`src/rtl/logo_glyph_painter_if.sv`:
```
// Pixel-side bundle between the VGA timing generator and the glyph painter.
// Latency: none (wires only); the painter registers hit internally.
// Backpressure: none; one pixel is presented and consumed every clock.
interface logo_glyph_painter_if;
    logic        enble;
    logic        run;
    logic        frame_tick;
    logic [1:0]  glyph_sel;
    logic [10:0] x;
    logic [10:0] y;
    logic        hit;
    logic [10:0] delt;

    // Timing generator side: drives pixel position and control, sees result.
    modport master (
        output enble, run, frame_tick, glyph_sel, x, y,
        input  hit, delt
    );

    // Painter side.
    modport slave (
        input  enble, run, frame_tick, glyph_sel, x, y,
        output hit, delt
    );
endinterface

```
`src/rtl/logo_glyph_painter.sv`:
```
// Scaled, horizontally scrolling letter painter (I/L/T/H from up to 3 bars).
// Latency: hit is registered, 1 cycle after x/y/enble; delt is the live register.
// Backpressure: none; accepts one pixel per clock and never stalls.
// Build option: define LOGO_BOUNCE_EN for bounce scrolling, otherwise wrap.
module logo_glyph_painter #(
    parameter int X0       = 500,
    parameter int Y0       = 550,
    parameter int SCALE_SH = 0,
    parameter int SPAN     = 100,
    parameter int STEP     = 2
) (
    input  logic                  clk,
    input  logic                  rst,
    logo_glyph_painter_if.slave   pix
);

    // One bar of a glyph in unscaled glyph units; v=0 marks an empty slot.
    typedef struct packed {
        logic       v;
        logic [5:0] rx;
        logic [5:0] ry;
        logic [5:0] w;
        logic [5:0] h;
    } bar_t;

    localparam logic [10:0] X0_V   = 11'(X0);
    localparam logic [10:0] Y0_V   = 11'(Y0);
    localparam logic [11:0] SPAN_V = 12'(SPAN);
    localparam logic [11:0] STEP_V = 12'(STEP);

    logic [1:0]  glyph_q;
    logic [10:0] delt_q;
    logic [10:0] delt_nx;
    logic        hit_q;
    logic        hit_nx;

    // Bar table: glyph index and slot number select one rectangle.
    function automatic bar_t bar_lut(input logic [1:0] g, input logic [1:0] s);
        bar_t b;
        b = '0;
        case ({g, s})
            4'b00_00: b = '{1'b1, 6'd10, 6'd0,  6'd20, 6'd5};
            4'b00_01: b = '{1'b1, 6'd20, 6'd0,  6'd5,  6'd40};
            4'b00_10: b = '{1'b1, 6'd10, 6'd40, 6'd20, 6'd5};
            4'b01_00: b = '{1'b1, 6'd10, 6'd0,  6'd5,  6'd45};
            4'b01_01: b = '{1'b1, 6'd10, 6'd40, 6'd20, 6'd5};
            4'b10_00: b = '{1'b1, 6'd5,  6'd0,  6'd25, 6'd5};
            4'b10_01: b = '{1'b1, 6'd15, 6'd0,  6'd5,  6'd45};
            4'b11_00: b = '{1'b1, 6'd5,  6'd0,  6'd5,  6'd45};
            4'b11_01: b = '{1'b1, 6'd25, 6'd0,  6'd5,  6'd45};
            4'b11_10: b = '{1'b1, 6'd5,  6'd20, 6'd25, 6'd5};
            default:  b = '0;
        endcase
        return b;
    endfunction

    // Glyph units to pixels; coordinates stay far below 2047 for legal params.
    function automatic logic [10:0] scl(input logic [5:0] v);
        return 11'({5'b0, v}) << SCALE_SH;
    endfunction

    // Pixel hit test against the latched glyph at the current scroll offset.
    always_comb begin
        bar_t        b;
        logic [10:0] ox;
        logic [10:0] xl, xh, yl, yh;
        logic        any;
        b   = '0;
        xl  = '0;
        xh  = '0;
        yl  = '0;
        yh  = '0;
        any = 1'b0;
        ox  = X0_V + delt_q;
        for (int i = 0; i < 3; i++) begin
            b  = bar_lut(glyph_q, 2'(i));
            xl = ox + scl(b.rx);
            xh = ox + scl(b.rx + b.w);
            yl = Y0_V + scl(b.ry);
            yh = Y0_V + scl(b.ry + b.h);
            if (b.v && (pix.x >= xl) && (pix.x < xh) &&
                (pix.y >= yl) && (pix.y < yh)) begin
                any = 1'b1;
            end
        end
        hit_nx = pix.enble & any;
    end

`ifdef LOGO_BOUNCE_EN
    logic dir_q;   // 0 = forward (increasing), 1 = backward
    logic dir_nx;

    // Bounce: clamp at SPAN and at 0, reversing direction at each end.
    always_comb begin
        logic [11:0] sum;
        sum     = {1'b0, delt_q} + STEP_V;
        delt_nx = delt_q;
        dir_nx  = dir_q;
        if (!dir_q) begin
            if (sum >= SPAN_V) begin
                delt_nx = SPAN_V[10:0];
                dir_nx  = 1'b1;
            end else begin
                delt_nx = sum[10:0];
            end
        end else begin
            if ({1'b0, delt_q} <= STEP_V) begin
                delt_nx = '0;
                dir_nx  = 1'b0;
            end else begin
                delt_nx = delt_q - STEP_V[10:0];
            end
        end
    end

    // Direction only moves together with the offset.
    always_ff @(posedge clk) begin
        if (!rst) begin
            dir_q <= 1'b0;
        end else if (pix.frame_tick && pix.run) begin
            dir_q <= dir_nx;
        end
    end
`else
    // Wrap: step forward, restart at 0 once SPAN would be exceeded.
    always_comb begin
        logic [11:0] sum;
        sum     = {1'b0, delt_q} + STEP_V;
        delt_nx = (sum > SPAN_V) ? 11'd0 : sum[10:0];
    end
`endif

    // Frame-rate state plus the registered hit; reset beats a coincident tick.
    always_ff @(posedge clk) begin
        if (!rst) begin
            glyph_q <= 2'd0;
            delt_q  <= '0;
            hit_q   <= 1'b0;
        end else begin
            hit_q <= hit_nx;
            if (pix.frame_tick) begin
                glyph_q <= pix.glyph_sel;
                if (pix.run) begin
                    delt_q <= delt_nx;
                end
            end
        end
    end

    assign pix.hit  = hit_q;
    assign pix.delt = delt_q;

endmodule

```
`src/flat_wrapper.sv`:
```
// flat-port wrapper written by rule: the top's interface ports become plain ports
module logo_glyph_painter_flat 
#(
    parameter int X0       = 500,
    parameter int Y0       = 550,
    parameter int SCALE_SH = 0,
    parameter int SPAN     = 100,
    parameter int STEP     = 2
)
  (clk, rst, pix_enble, pix_run, pix_frame_tick, pix_glyph_sel, pix_x, pix_y, pix_hit, pix_delt);
  logo_glyph_painter_if pix_i ();
  input  logic clk;
  input  logic rst;
  input wire logic [$bits(pix_i.enble)-1:0] pix_enble;
  input wire logic [$bits(pix_i.run)-1:0] pix_run;
  input wire logic [$bits(pix_i.frame_tick)-1:0] pix_frame_tick;
  input wire logic [$bits(pix_i.glyph_sel)-1:0] pix_glyph_sel;
  input wire logic [$bits(pix_i.x)-1:0] pix_x;
  input wire logic [$bits(pix_i.y)-1:0] pix_y;
  output wire logic [$bits(pix_i.hit)-1:0] pix_hit;
  output wire logic [$bits(pix_i.delt)-1:0] pix_delt;
  assign pix_i.enble = pix_enble;
  assign pix_i.run = pix_run;
  assign pix_i.frame_tick = pix_frame_tick;
  assign pix_i.glyph_sel = pix_glyph_sel;
  assign pix_i.x = pix_x;
  assign pix_i.y = pix_y;
  assign pix_hit = pix_i.hit;
  assign pix_delt = pix_i.delt;
  logo_glyph_painter #(.X0(X0), .Y0(Y0), .SCALE_SH(SCALE_SH), .SPAN(SPAN), .STEP(STEP)) u_core (.clk(clk), .rst(rst), .pix(pix_i));
endmodule
```
`config.mk`:
```
export PLATFORM = sky130hd
export DESIGN_NAME = logo_glyph_painter_flat
export DESIGN_NICKNAME = d
export VERILOG_FILES = /design/src/rtl/logo_glyph_painter_if.sv /design/src/rtl/logo_glyph_painter.sv /design/src/flat_wrapper.sv
export SDC_FILE = /design/constraint.sdc
export NUM_CORES = 1
export LEC_CHECK = 0
export CELL_PAD_IN_SITES_DETAIL_PLACEMENT = 1
export CELL_PAD_IN_SITES_GLOBAL_PLACEMENT = 1
export CORE_AREA = 8 8 125 127
export CTS_CLUSTER_DIAMETER = 200
export CTS_CLUSTER_SIZE = 25
export DETAILED_ROUTE_END_ITERATION = 7
export DIE_AREA = 0 0 133 135
export GPL_TIMING_DRIVEN = 0
export PLACE_DENSITY_LB_ADDON = 0.1
export SETUP_SLACK_MARGIN = 0.3
export SLEW_MARGIN = 20
export SYNTH_ARGS = -nofsm -noshare
export SYNTH_HDL_FRONTEND = slang
export SYNTH_SLANG_ARGS = --single-unit
```
`constraint.sdc`:
```
create_clock -name clk -period 5.8 [get_ports clk]
set_input_delay 0.87 -clock clk [delete_from_list [all_inputs] [get_ports clk]]
set_output_delay 0.87 -clock clk [all_outputs]
set_load 0.005 [all_outputs]
```
==> reports/results.ini <==
[global_route]
grt_pass1_vias=3946
grt_usage=0.148
grt_first_pass_wirelength_um=21600
grt_max_degree=17
antenna_found_initial=0
globalRouteOverflowTotal=0

[power_and_ir_drop]
p_int_w=0.000343
powerDensity_mw_per_mm2=125
power_frac_comb=0.614
pwr-share-clk=0.220
switchingPower_w=0.000248
p_sw_frac=0.420
leakage_nw=2.09
seq_power_share=0.166
ir_drop_mv=0.115

[yosys]
netlist.area_leader.share=0.357
synthesis.area_mm2=0.00403
ys_ff_latch=13
synth_cells=484
synth.avg_cell_area_um2=8.33
synth_edf_count=0
postSynth.topFlopCell=dfxtp_1
synth_area_leaders=ha_1 36%, xnor2_1 6.5%, dfxtp_1 6.5%
synth_cell_types=59
synthArstFlopShare=0
synth_top_cell_by_area=ha_1
yosys-top-cells-count=115 x ha_1, 43 x a21oi_1, 30 x xnor2_1
synth_most_common_cell=ha_1
synth.yosys.seq_area_share=0.0645
synth_warnings=0

[cts]
cts_root_buf=clkbuf_16
cts_tree=done
cts.clk_slew.worst_paths_ns=0.05
cts_hold_buf=0
cts_buffer_depth=2
cts-resized-gates=0
clkSinkCount=13
clk_latency_ns=0.24
htreeDepth=1
post_cts_buffers=0
cts_buffers=3

[worst_setup_path]
regToRegStartpoint=u_core.glyph_q[0]$_SDFFE_PN0P_
crit_fanout=11
arrival_ns=5.05
cp-startpoint=u_core.glyph_q[0]$_SDFFE_PN0P_
critPathKind=register to register
worstPathRequired_ns=5.94
start_kind=register
end_kind=register

[floorplanning]
initial_core_util=0.296
core_area_mm2=0.0136
fp.dieH_um=135
rows=43
fp.dieW_um=133
die-area_mm2=0.0180
io_pins=41

[min_path]
hp-start=u_core.pix.delt[10]$_SDFFE_PN0P_
min_path_type=register to register

[placed_design]
numPortBuffers=39
dp_hpwl_um=11100
place.gp.congestion=0.798

[job]
cap_viol_max_count=0

[sta]
fin_crit_sh=0.846
fin_crit_ns=4.91
drv_slew=0
finalHoldViolations=0
rsz0062_at_grt=no
setup_violations=0
tns_ns=0
slew_headroom=0.376
clock_skew_ns=0.00445
tightest_slew_ns=0.929
max_freq_mhz=204

[routing]
first_pass_iters=4
vias=3707
wl_um=13400
ant_nets=0
drc=0
via_per_inst=5.22
wl_per_cell_um=18.8
initialDrtViolationCount=118

[final_layout]
antenna_cells=0
drive_gt1_frac=0.0415
final_core_util=0.348
area_delta_synth_final_pct=17.5
finalNetCount=679

[status]
status=completed

-- worst max-delay path, stage by stage (launching register included) --
cell	delay [ns]
dfxtp_1	0.42
inv_1	0.33
ha_1	0.58
inv_1	0.32
a21oi_1	0.22
ha_1	0.28
o31a_1	0.13
o21a_1	0.18
nor2_1	0.40
xnor2_1	0.14
ha_1	0.34
nand4_1	0.09
a21oi_1	0.06
a2111oi_0	0.77
o2111ai_1	0.25
o211ai_1	0.29
-- layout make-up --
type / instances / area, µm²
Tap cell: 180 / 225
Inverter: 23 / 86.3
Timing Repair Buffer: 39 / 390
Buffer: 13 / 111
Clock buffer: 4 / 78.8
Sequential cell: 13 / 260
Multi-Input combinational cell: 438 / 3590
Fill cell: 1626 / 8870
-- routing by layer --
metal	global-route usage	part of all wire
met1	0.205	0.52
met2	0.256	0.46
met3	0.0108	0.015
met4	0.00379	0.0016
met5	0	0
-- power by group through the flow --
stage          Sequential (W)  Combinational (W)  Clock, W
6_report            0.0000983           0.000363  0.000130
5_1_grt             0.0000990           0.000417  0.000135
4_1_cts             0.0000988           0.000367  0.000132
3_5_place_dp         0.000100           0.000363         0
3_3_place_gp         0.000100           0.000347         0
2_1_floorplan       0.0000975           0.000246         0
-- kinds of logic after synthesis --
family | after synthesis | synth area share
xor+xnor | 58 | 0.132
other cells | 1 | 0.000930
mux | 5 | 0.0124
flops | 13 | 0.0645
fa+ha+maj | 119 | 0.377
compound gates | 126 | 0.203
simple gates | 126 | 0.162
buf+inv | 36 | 0.0490
-- stage by stage --
step	power, W	setup WS (ns)	instances	hold WS [ns]	area, µm²
after floorplan	0.000343	2.17	487	0.536	4050
after global placement	0.000447	0.704	706	0.554	4660
after detailed placement	0.000464	0.837	706	0.566	4660
after CTS	0.000597	0.803	710	0.573	4740
after global routing	0.000651	0.657	710	0.596	4740
final	0.000591	0.891	710	0.568	4740
-- path summary, 6_finish.rpt --
path	cells after the start	slack, ns	end
max	15	0.89	u_core.pix.hit$_SDFF_PN0_
min	1	0.57	u_core.pix.delt[10]$_SDFFE_PN0P_
max reg2reg	15	0.89	u_core.pix.hit$_SDFF_PN0_
min reg2reg	1	0.57	u_core.pix.delt[10]$_SDFFE_PN0P_
-- layout by cell type, fill, tap and decap left out, types with 3 or more instances in the layout --
master,Yosys,routed
clkbuf_16,0,3
o211ai_1,3,3
conb_1,1,4
a21o_1,12,12
a2111oi_0,5,5
nand4_1,10,10
clkdlybuf4s50_1,0,39
xor2_1,25,25
clkbuf_1,5,6
o2111ai_1,5,5
a41oi_1,3,3
o21ai_0,25,25
xnor2_1,30,30
fa_1,4,4
a31oi_1,8,8
nand2_1,18,18
nor2b_1,10,10
and3_1,7,7
nor3_1,11,11
nor2_1,28,28
a211oi_1,5,5
or2_2,4,4
nand3_1,19,19
mux2i_1,5,5
inv_1,23,23
a21oi_1,43,43
nor4_1,4,4
ha_1,115,115
nand2b_1,4,4
dfxtp_1,13,13
-- registers in the layout, summed over array words and instances, names as in the netlist --
register,count
u_core.glyph_q,2
u_core.pix.delt,10
u_core.pix.hit,1
(Power assumes the default switching activity.)
==> edit (same flow settings) <==
The option `LOGO_BOUNCE_EN` is turned on by a define.
--- a/src/rtl/logo_glyph_painter.sv
+++ b/src/rtl/logo_glyph_painter.sv
@@ -2,6 +2,8 @@
 // Latency: hit is registered, 1 cycle after x/y/enble; delt is the live register.
 // Backpressure: none; accepts one pixel per clock and never stalls.
 // Build option: define LOGO_BOUNCE_EN for bounce scrolling, otherwise wrap.
+`define LOGO_BOUNCE_EN
+
 module logo_glyph_painter #(
     parameter int X0       = 500,
     parameter int Y0       = 550,
Formal check against the unedited RTL: no difference found for any inputs over 10 cycles, from zero or initial values and one cycle with rst low; that may be too few to reach the edited logic, so the function may still have changed.
==> edit against the unedited design <==
  * Clock power is 15% higher
  * Worst setup slack worse by 58 ps
  * Sequential cell count is 1 higher
  * Highest routed layer unchanged
  * Area after synthesis is 8.5% higher
  * Wire length is 12% higher
  * Critical path depth is 2 higher
  * Power is 36% higher
  * Largest cell class unchanged
  * Final area is 7.5% higher
  * Critical path type unchanged
==> edit: results (changes against the unedited design) <==
INFO  metric status = finished clean
INFO  metric post_drt_wl_per_cell = 19.28 um (+2.5%)
INFO  metric number_of_global_route_vias_before_repair = 4418 (+12%)
INFO  metric cp_data_arrival_time = 5150 ps (+100 ps)
INFO  metric yosys-mux-area-fraction = 0.004575 (-0.007832)
INFO  metric grt_start_max_net_pins = 19 (+2)
INFO  metric synth.top_cells.by_count = 118 x sky130_fd_sc_hd__ha_1, 44 x sky130_fd_sc_hd__nor2_1, 42 x sky130_fd_sc_hd__a21oi_1, 35 x sky130_fd_sc_hd__xnor2_1, 34 x sky130_fd_sc_hd__o21ai_0
INFO  metric hpwl = 12640 um (+13%)
INFO  metric portBuffers = 38 (-2.6%)
INFO  metric fillerInstances = 1687 (+3.8%)
INFO  metric crit_path_max_incr_delay = 560 ps (-210 ps)
INFO  metric crit_path_top_delay_cell = sky130_fd_sc_hd__ha_1
INFO  metric netlist-cell-type-count = 61 (+3.4%)
INFO  metric p_leak = 2.229 nW (+6.6%)
INFO  metric final_nets = 748 (+10%)
INFO  metric placed_area = 0.004992 mm^2 (+7.1%)
INFO  metric r2r_setup_slack = 830 ps (-60 ps)
INFO  metric total_switching_power = 0.3619 mW (+46%)
INFO  metric biggest_area_contributors_in_the_synthesized_netlist = sky130_fd_sc_hd__ha_1 34%, sky130_fd_sc_hd__xnor2_1 7.0%, sky130_fd_sc_hd__dfxtp_1 6.4%, sky130_fd_sc_hd__a21oi_1 4.8%, sky130_fd_sc_hd__xor2_1 4.6%
INFO  metric synthesized_area_fraction_occupied_by_ao_oa_aoi_and_oai_cells = 0.2291 (+0.02589)
INFO  metric worst_r2r_path_depth = 17 (+2)
INFO  metric placedCellCount = 772 (+9.3%)
INFO  metric detailroute.via_count = 4168 (+12%)
INFO  metric finalCoreUtilization = 0.3742 (+0.02601)
INFO  metric fmax = 201.3 MHz (-1.2%)
INFO  metric skew_final = 5.253 ps (+0.8034 ps)
INFO  metric largest_register_ffs = 10 (unchanged)
INFO  metric drt_iter0_drc = 207 (+75%)
INFO  metric worst-path-max-fanout = 10 (-1)
INFO  metric final-instance-count-excl-fill = 776 (+9.3%)
INFO  metric routabilityCongestion = 0.8407 (+5.3%)
INFO  metric globalRouteTotalUtil = 0.1651 (+0.01729)
INFO  metric post_cts_resize_count = 1 (+1)
INFO  metric min_delay_path_depth = 2 (+1)
INFO  metric hold-worst-slack = 574.4 ps (+6.087 ps)
INFO  metric synth.yosys.seq_area_share = 0.06405 (-0.0004612)
INFO  metric syn-mean-instance-area = 7.941 um^2 (-4.7%)
INFO  metric synthAdderAreaFrac = 0.3557 (-0.02082)
INFO  metric synth_xor_area_frac = 0.1261 (-0.005406)
INFO  metric tightestPinTransition = 985.5 ps (+56.31 ps)
INFO  metric vdd_ir_drop_max = 0.00009979 V (-13%)
INFO  metric drive_above_1_share = 0.04362 (+0.002115)
edit: cell type report:
type / instances / area, um^2 / share of cell area
Buffer: 15 / 78.83 / 0.01548
Clock buffer: 4 / 88.84 / 0.01744
Inverter: 30 / 112.6 / 0.02211
Multi-Input combinational cell: 495 / 3926 / 0.7708
Sequential cell: 14 / 281.5 / 0.05527
Tap cell: 180 / 225.2 / 0.04422
Timing Repair Buffer: 38 / 380.4 / 0.07467
edit: per-layer routing:
| layer | GRT usage | wire (um) | vias up |
|---|---|---|---|
| met1 | 0.2332 | 7837 | 1983 |
| met2 | 0.2689 | 6549 | 61 |
| met5 | 0 | 0 | - |
| met3 | 0.01746 | 442 | 10 |
| li1 | - | - | 2114 |
| met4 | 0.02145 | 136 | 0 |
edit: power groups by stage:
stage               Sequential (mW)  Clock (mW)  Combinational (mW)
global route                  0.109       0.160               0.621
CTS                           0.108       0.152               0.551
finish                        0.108       0.149               0.549
detailed placement            0.110           0               0.547
global placement              0.110           0               0.521
floorplan                     0.107           0               0.383
